[config.mk]
export PLATFORM = sky130hd
export DESIGN_NAME = weight_addr_gen
export DESIGN_NICKNAME = d
export VERILOG_FILES = /design/src/rtl/weight_addr_gen_pkg.sv /design/src/rtl/weight_addr_gen_idx.sv /design/src/rtl/weight_addr_gen.sv
export SDC_FILE = /design/constraint.sdc
export NUM_CORES = 1
export LEC_CHECK = 0
export CORE_MARGIN = 3
export CORE_UTILIZATION = 48
export DETAILED_ROUTE_END_ITERATION = 16
export PLACE_DENSITY = 0.71
export SETUP_SLACK_MARGIN = 0.02
export SLEW_MARGIN = 20
export SYNTH_ARGS = -nofsm -noshare
export SYNTH_HDL_FRONTEND = slang
export SYNTH_SLANG_ARGS = --single-unit
export TNS_END_PERCENT = 1
[constraint.sdc]
create_clock -name clk -period 2.56 [get_ports clk]
set_input_delay 0.64 -clock clk [delete_from_list [all_inputs] [get_ports clk]]
set_output_delay 0.64 -clock clk [all_outputs]
set_load 0.005 [all_outputs]
[src/rtl/weight_addr_gen_pkg.sv]
// rtl/weight_addr_gen_pkg.sv - shared state encoding and default layer geometry
// Also imported by the layer controller so both sides agree on the encoding.
package weight_addr_gen_pkg;

  typedef enum logic [1:0] {
    ST_IDLE = 2'd0,
    ST_RUN  = 2'd1,
    ST_DONE = 2'd2
  } state_t;

  localparam int N_IN_DEF  = 16;
  localparam int N_OUT_DEF = 8;
  localparam int AW_DEF    = 16;
  localparam int IDX_W     = 16;

endpackage

[src/rtl/weight_addr_gen_idx.sv]
// rtl/weight_addr_gen_idx.sv - wrap counter: counts 0..max, returns to 0 on inc at max
// at_max is combinational so the next loop level can use it as its carry-in.
module idx_counter #(
  parameter int W = 16
) (
  input  logic         clk,
  input  logic         rst_n,
  input  logic         inc,
  input  logic [W-1:0] max,
  output logic [W-1:0] count,
  output logic         at_max
);

  logic [W-1:0] count_q;
  logic [W-1:0] count_d;

  assign at_max = (count_q == max);
  assign count  = count_q;

  always_comb begin
    count_d = count_q;
    if (inc) begin
      count_d = at_max ? '0 : count_q + W'(1);
    end
  end

  always_ff @(posedge clk or negedge rst_n) begin
    if (!rst_n) begin
      count_q <= '0;
    end else begin
      count_q <= count_d;
    end
  end

endmodule

[src/rtl/weight_addr_gen.sv]
// rtl/weight_addr_gen.sv - read address sequencer over (output neuron x input neuron)
// Emits BASE + out_idx*N_IN + in_idx, one address per accepted handshake.
module weight_addr_gen
  import weight_addr_gen_pkg::*;
#(
  parameter int          N_IN  = N_IN_DEF,
  parameter int          N_OUT = N_OUT_DEF,
  parameter int          AW    = AW_DEF,
  parameter int unsigned BASE  = 0
) (
  input  logic             clk,
  input  logic             rst_n,
  input  logic             start,
  input  logic             addr_ready,
  output logic             addr_valid,
  output logic [AW-1:0]    addr,
  output logic [IDX_W-1:0] in_idx,
  output logic [IDX_W-1:0] out_idx,
  output logic             last_in,
  output logic             last_all,
  output logic             busy,
  output logic             done
);

  localparam logic [AW-1:0] BASE_A = AW'(BASE);
  localparam longint unsigned LAST_ADDR =
    longint'(BASE) + longint'(N_IN) * longint'(N_OUT) - 64'd1;

  if (N_IN < 1 || N_OUT < 1 || (LAST_ADDR >> AW) != 0) begin : g_bad_geometry
    $error("weight_addr_gen: layer does not fit in the address width");
  end

  state_t        state_q;
  state_t        state_d;
  logic [AW-1:0] addr_q;
  logic [AW-1:0] addr_d;
  logic          xfer;
  logic          in_at_max;
  logic          out_at_max;

  assign xfer     = addr_valid & addr_ready;
  assign last_in  = in_at_max;
  assign last_all = in_at_max & out_at_max;
  assign addr     = addr_q;

  // Inner wrap carries into the outer counter, so indices return to 0 after last_all.
  idx_counter #(.W(IDX_W)) u_in_cnt (
    .clk    (clk),
    .rst_n  (rst_n),
    .inc    (xfer),
    .max    (IDX_W'(N_IN - 1)),
    .count  (in_idx),
    .at_max (in_at_max)
  );

  idx_counter #(.W(IDX_W)) u_out_cnt (
    .clk    (clk),
    .rst_n  (rst_n),
    .inc    (xfer & in_at_max),
    .max    (IDX_W'(N_OUT - 1)),
    .count  (out_idx),
    .at_max (out_at_max)
  );

  always_ff @(posedge clk or negedge rst_n) begin
    if (!rst_n) begin
      state_q <= ST_IDLE;
      addr_q  <= BASE_A;
    end else begin
      state_q <= state_d;
      addr_q  <= addr_d;
    end
  end

  always_comb begin
    state_d = state_q;
    addr_d  = addr_q;
    case (state_q)
      ST_IDLE: if (start) state_d = ST_RUN;
      ST_RUN: begin
        if (xfer) begin
          addr_d = last_all ? BASE_A : addr_q + AW'(1);
          if (last_all) state_d = ST_DONE;
        end
      end
      ST_DONE: begin
        state_d = ST_IDLE;
        addr_d  = BASE_A;
      end
      default: state_d = ST_IDLE;
    endcase
  end

  always_comb begin
    addr_valid = 1'b0;
    busy       = 1'b0;
    done       = 1'b0;
    case (state_q)
      ST_RUN: begin
        addr_valid = 1'b1;
        busy       = 1'b1;
      end
      ST_DONE: done = 1'b1;
      default: ;
    endcase
  end

endmodule

==> results.md <==
GRT:
- The wire length of the first global-routing pass is 12,450 um.
- The number of antenna violations at the first check in global routing is 0.
- The via count of the first global-routing pass is 2,616.
- The pin count of the biggest net entering global routing is 51.
- Global routing used 23.27% of the available tracks.
- The leftover overflow at the end of global routing is 0.

Layout:
- Cells with a size suffix above 1 make up 14.82% of the layout.
- The sequential standard cell area is 1252 um^2.
- The core occupancy in the finished layout is 66.58%.
- The final net count is 378.
- After filler insertion, the fill cell instance count of the layout stands at 485.
- The antenna cell count is 0.
- The area of combinational cells with multiple inputs is 1460 um^2.
- The area growth from synthesis to layout is 33.00%.

Clock tree:
- The clock passes through at most 2 buffers.
- The clock tree from TritonCTS is built.
- Counting every sink on the clock net gives 50.
- The clock transition time at the flip-flop clock pins of the worst setup and hold paths is 0.10 ns.
- The clock latency on the worst-skew pair is 0.31 ns.
- The buffer type at the clock tree root is sky130_fd_sc_hd__clkbuf_8.
- The H-tree was split into 2 levels.
- The number of buffers created by CTS is 5.

Yosys:
- The post-synthesis area per instance is 9.363 um^2.
- When the netlist entered floorplanning its net count stood at 305.
- The cell area that synthesis handed to floorplanning was 2790 um^2.
- In this run, synthesis inferred 0 flip-flops with an integrated enable.
- The share of the Yosys chip area taken by registers is 44.84%.
- Of all flip-flops after synthesis, the portion carrying an async set or reset was 100.0%.
- Counting instances in the post-synthesis netlist gives the leading cell types as 50 x sky130_fd_sc_hd__dfrtp_1, 38 x sky130_fd_sc_hd__nand2_1, 17 x sky130_fd_sc_hd__nor2_1.
- The synthesized design spends more area on one cell type than any other, namely sky130_fd_sc_hd__dfrtp_1.
- For this run, the number of Yosys warnings is 0.
- Synthesis inferred 50 register bits.
- The most used standard cell by instance count after synthesis is sky130_fd_sc_hd__dfrtp_1.
- The synthesized design devotes to its leading area cell type 44.84% of total area.
- Counting every instance in the synthesized netlist gives 298.
- The most used flip-flop cell after synthesis is sky130_fd_sc_hd__dfrtp_1.
- By area the synthesized netlist is led by sky130_fd_sc_hd__dfrtp_1 45%, sky130_fd_sc_hd__nand2_1 5.1%, sky130_fd_sc_hd__xnor2_1 3.8%.
- Synthesis instantiated 52 different standard cells from the library.

Die:
- The region available for standard cell placement spans 5574 um^2.
- During I/O placement, the number of pins put on the boundary was 57.
- The die area is 6763 um^2.
- The die is 82.24 um tall.
- The effective utilization at floorplan is 50.06%.
- The floorplan has 27 rows.
- The floorplan die width is 82.24 um.

Worst setup path:
- The largest fanout on the critical path is 4.
- The worst setup path is of the reg -> out kind.
- The signal on the critical path passes through ha_2 -> and3_4 -> nand4_1 -> buf_4 -> nor2_2 -> dlygate4sd2_1.
- The endpoint arrival time on the critical path is 1.77 ns.
- STA puts the critical path data required time at 1.92 ns.
- For this design, the slowest cell found on the critical path is sky130_fd_sc_hd__dfrtp_1.
- The kind of end point of the critical path is a primary output.
- The largest single stage delay on the critical path is 0.41 ns.
- The type of origin of the critical path is a register.

STA:
- Setup repair after global routing left no endpoint under its margin.
- Hold is met by 0.4393 ns.
- The number of slew-limit violations in the final report is 0.
- The worst pin sits at a relative slew slack of 32.69%.
- The transition at the pin with the smallest max-transition slack is 1.006 ns.
- The total count of hold-check failures in the final report is 0.
- After layout, the minimum clock period comes to 2.410 ns.
- Timing would allow up to 0.4149 GHz.
- For the final database, setup skew stands at 0.008805 ns.
- The setup violation total in the final timing report is 0.
- Of the available clock period, the critical path in the final layout requires 94.14%.

Route:
- The average wire length per cell after detail routing is 16.44 um.
- The number of nets still failing antenna checks after routing is 0.
- The number of design rule violations left after detail routing is 0.
- The total wirelength of the detailed-routed design is 7281 um.
- The overall via count from detail_route is 2,648.
- After detailed routing, the number of vias per cell comes to 5.977.
- In this run, the number of DRC markers left after iteration 0 of detailed routing was 220.
- Before antenna repair, the detailed router went through 4 iterations.

Run:
- The tool flagged a number of max-cap violations equal to 0.

Power:
- The internal power contribution is 1.474 mW.
- The net load switching power is 623.2 uW.
- The power density over the cells is 565.2 nW/um^2.
- IR analysis of the VDD net gives a maximum drop of 0.0004352 V.
- The proportion of power drawn by flip-flops and latches is 47.9%.
- The share of total power dissipated in the clock network is 26.5%.
- In this run the static leakage power is 1.501 nW.
- The share of power burned in combinational logic is 25.6%.
- Of the total power, the share spent switching nets is 29.71%.

Worst hold path:
- The path class of the tightest hold or removal check is in -> async.

Placed design:
- Detailed placement ended at an HPWL of 4978 um.
- The congestion estimate from routability-driven global placement came to 0.8332.
- Input and output buffers added on the ports amount to 56.

Run status:
- The flow ran to the end, and the final reports show no timing, DRC or antenna violations.
-- critical path: cells and delay by family (launching register included) --
kind	cells	cell delay, ns
adder cells (fa/ha/maj)	1	0.20
flip-flops	1	0.41
AND/OR/NAND/NOR	3	0.44
buffers and inverters	2	0.42
-- final cells by class --
cell class	instances	share of cell area, %
timing repair buffer	84	20.67
clock inverter	2	1.045
inverter	9	0.9103
tap	72	2.428
multi-input combinational	221	39.35
sequential	50	33.75
clock buffer	5	1.854
-- registers in the layout (all words and copies together) (netlist names) --
signal           count
u_in_cnt.count      16
u_out_cnt.count     16
addr                16
state_q              2
-- layout by cell type (no fill, tap or decap), types with 9 or more instances in the layout --
| cell type | Yosys | final |
|---|---|---|
| sky130_fd_sc_hd__clkdlybuf4s50_1 | 0 | 53 |
| sky130_fd_sc_hd__nand3_1 | 14 | 14 |
| sky130_fd_sc_hd__xnor2_1 | 12 | 12 |
| sky130_fd_sc_hd__o211ai_1 | 9 | 9 |
| sky130_fd_sc_hd__buf_4 | 1 | 28 |
| sky130_fd_sc_hd__nor3_1 | 9 | 9 |
| sky130_fd_sc_hd__o21ai_0 | 15 | 15 |
| sky130_fd_sc_hd__dfrtp_1 | 50 | 49 |
| sky130_fd_sc_hd__nand4_1 | 12 | 12 |
| sky130_fd_sc_hd__nor2_1 | 17 | 16 |
| sky130_fd_sc_hd__nand2_1 | 38 | 38 |
| sky130_fd_sc_hd__nor4_1 | 14 | 10 |
-- routing by layer --
layer  routed length [um]  share of wire (%)  GRT usage (%)  vias up
li1                     -                  -              -     1276
met1                 3230                 44          31.61     1295
met2                 3718                 51          39.10       73
met3                  288                4.0          3.688        4
met4                   44               0.60          4.983        0
met5                    0                  0              0        -
-- through the flow --
| stage | area [um^2] | TNS, ns | instances | power (mW) | setup slack, ns |
|---|---|---|---|---|---|
| final | 3711 | 0 | 443 | 2.098 | 0.1500 |
| after global routing | 3711 | 0 | 443 | 2.224 | 0.04073 |
| after CTS | 3684 | -0.04693 | 441 | 2.102 | -0.04693 |
| after detailed placement | 3543 | 0 | 433 | 1.527 | 0.09977 |
| after global placement | 3543 | 0 | 433 | 1.517 | 0.1234 |
| after floorplan | 2790 | 0 | 298 | 1.205 | 0.4877 |
-- timing repair --
| action | CTS | global route |
|---|---|---|
| gates resized for setup | 6 | 4 |
| setup buffers | 1 | 2 |
| pin swaps | 1 | 3 |
| hold endpoints to repair | 0 | 0 |
| hold buffers | 0 | 0 |
| setup endpoints to repair | 2 | 1 |
-- power by group through the flow --
stage,sequential (mW),clock [mW],combinational [mW]
after floorplan,1.01,0,0.191
after CTS,1.00,0.569,0.530
final,1.01,0.555,0.537
after global routing,1.02,0.594,0.606
after detailed placement,1.02,0,0.507
after global placement,1.02,0,0.497
-- worst paths after layout --
path | startpoint | end | slack (ns) | cells after the start
setup / recovery | u_in_cnt.count[0] | last_all | 0.15 | 6
hold / removal | rst_n | u_in_cnt.count[11] | 0.44 | 2
setup reg to reg | u_in_cnt.count[0] | u_out_cnt.count[15] | 0.39 | 7
hold reg to reg | state_q[1] | state_q[0] | 0.49 | 1
max in group asynchronous | rst_n | u_in_cnt.count[4] | 1.66 | 2
min in group clk | state_q[1] | state_q[0] | 0.49 | 1
-- cell families (layout without fill, tap and decap cells) --
logic type	Yosys count	after routing	synth area share, %
mux	3	3	1.211
simple gates	133	133	25.70
fa+ha+maj	3	3	1.345
compound gates	69	69	18.74
buf+inv	27	100	4.081
xor+xnor	13	13	4.081
flops	50	50	44.84
(Power assumes the default switching activity.)
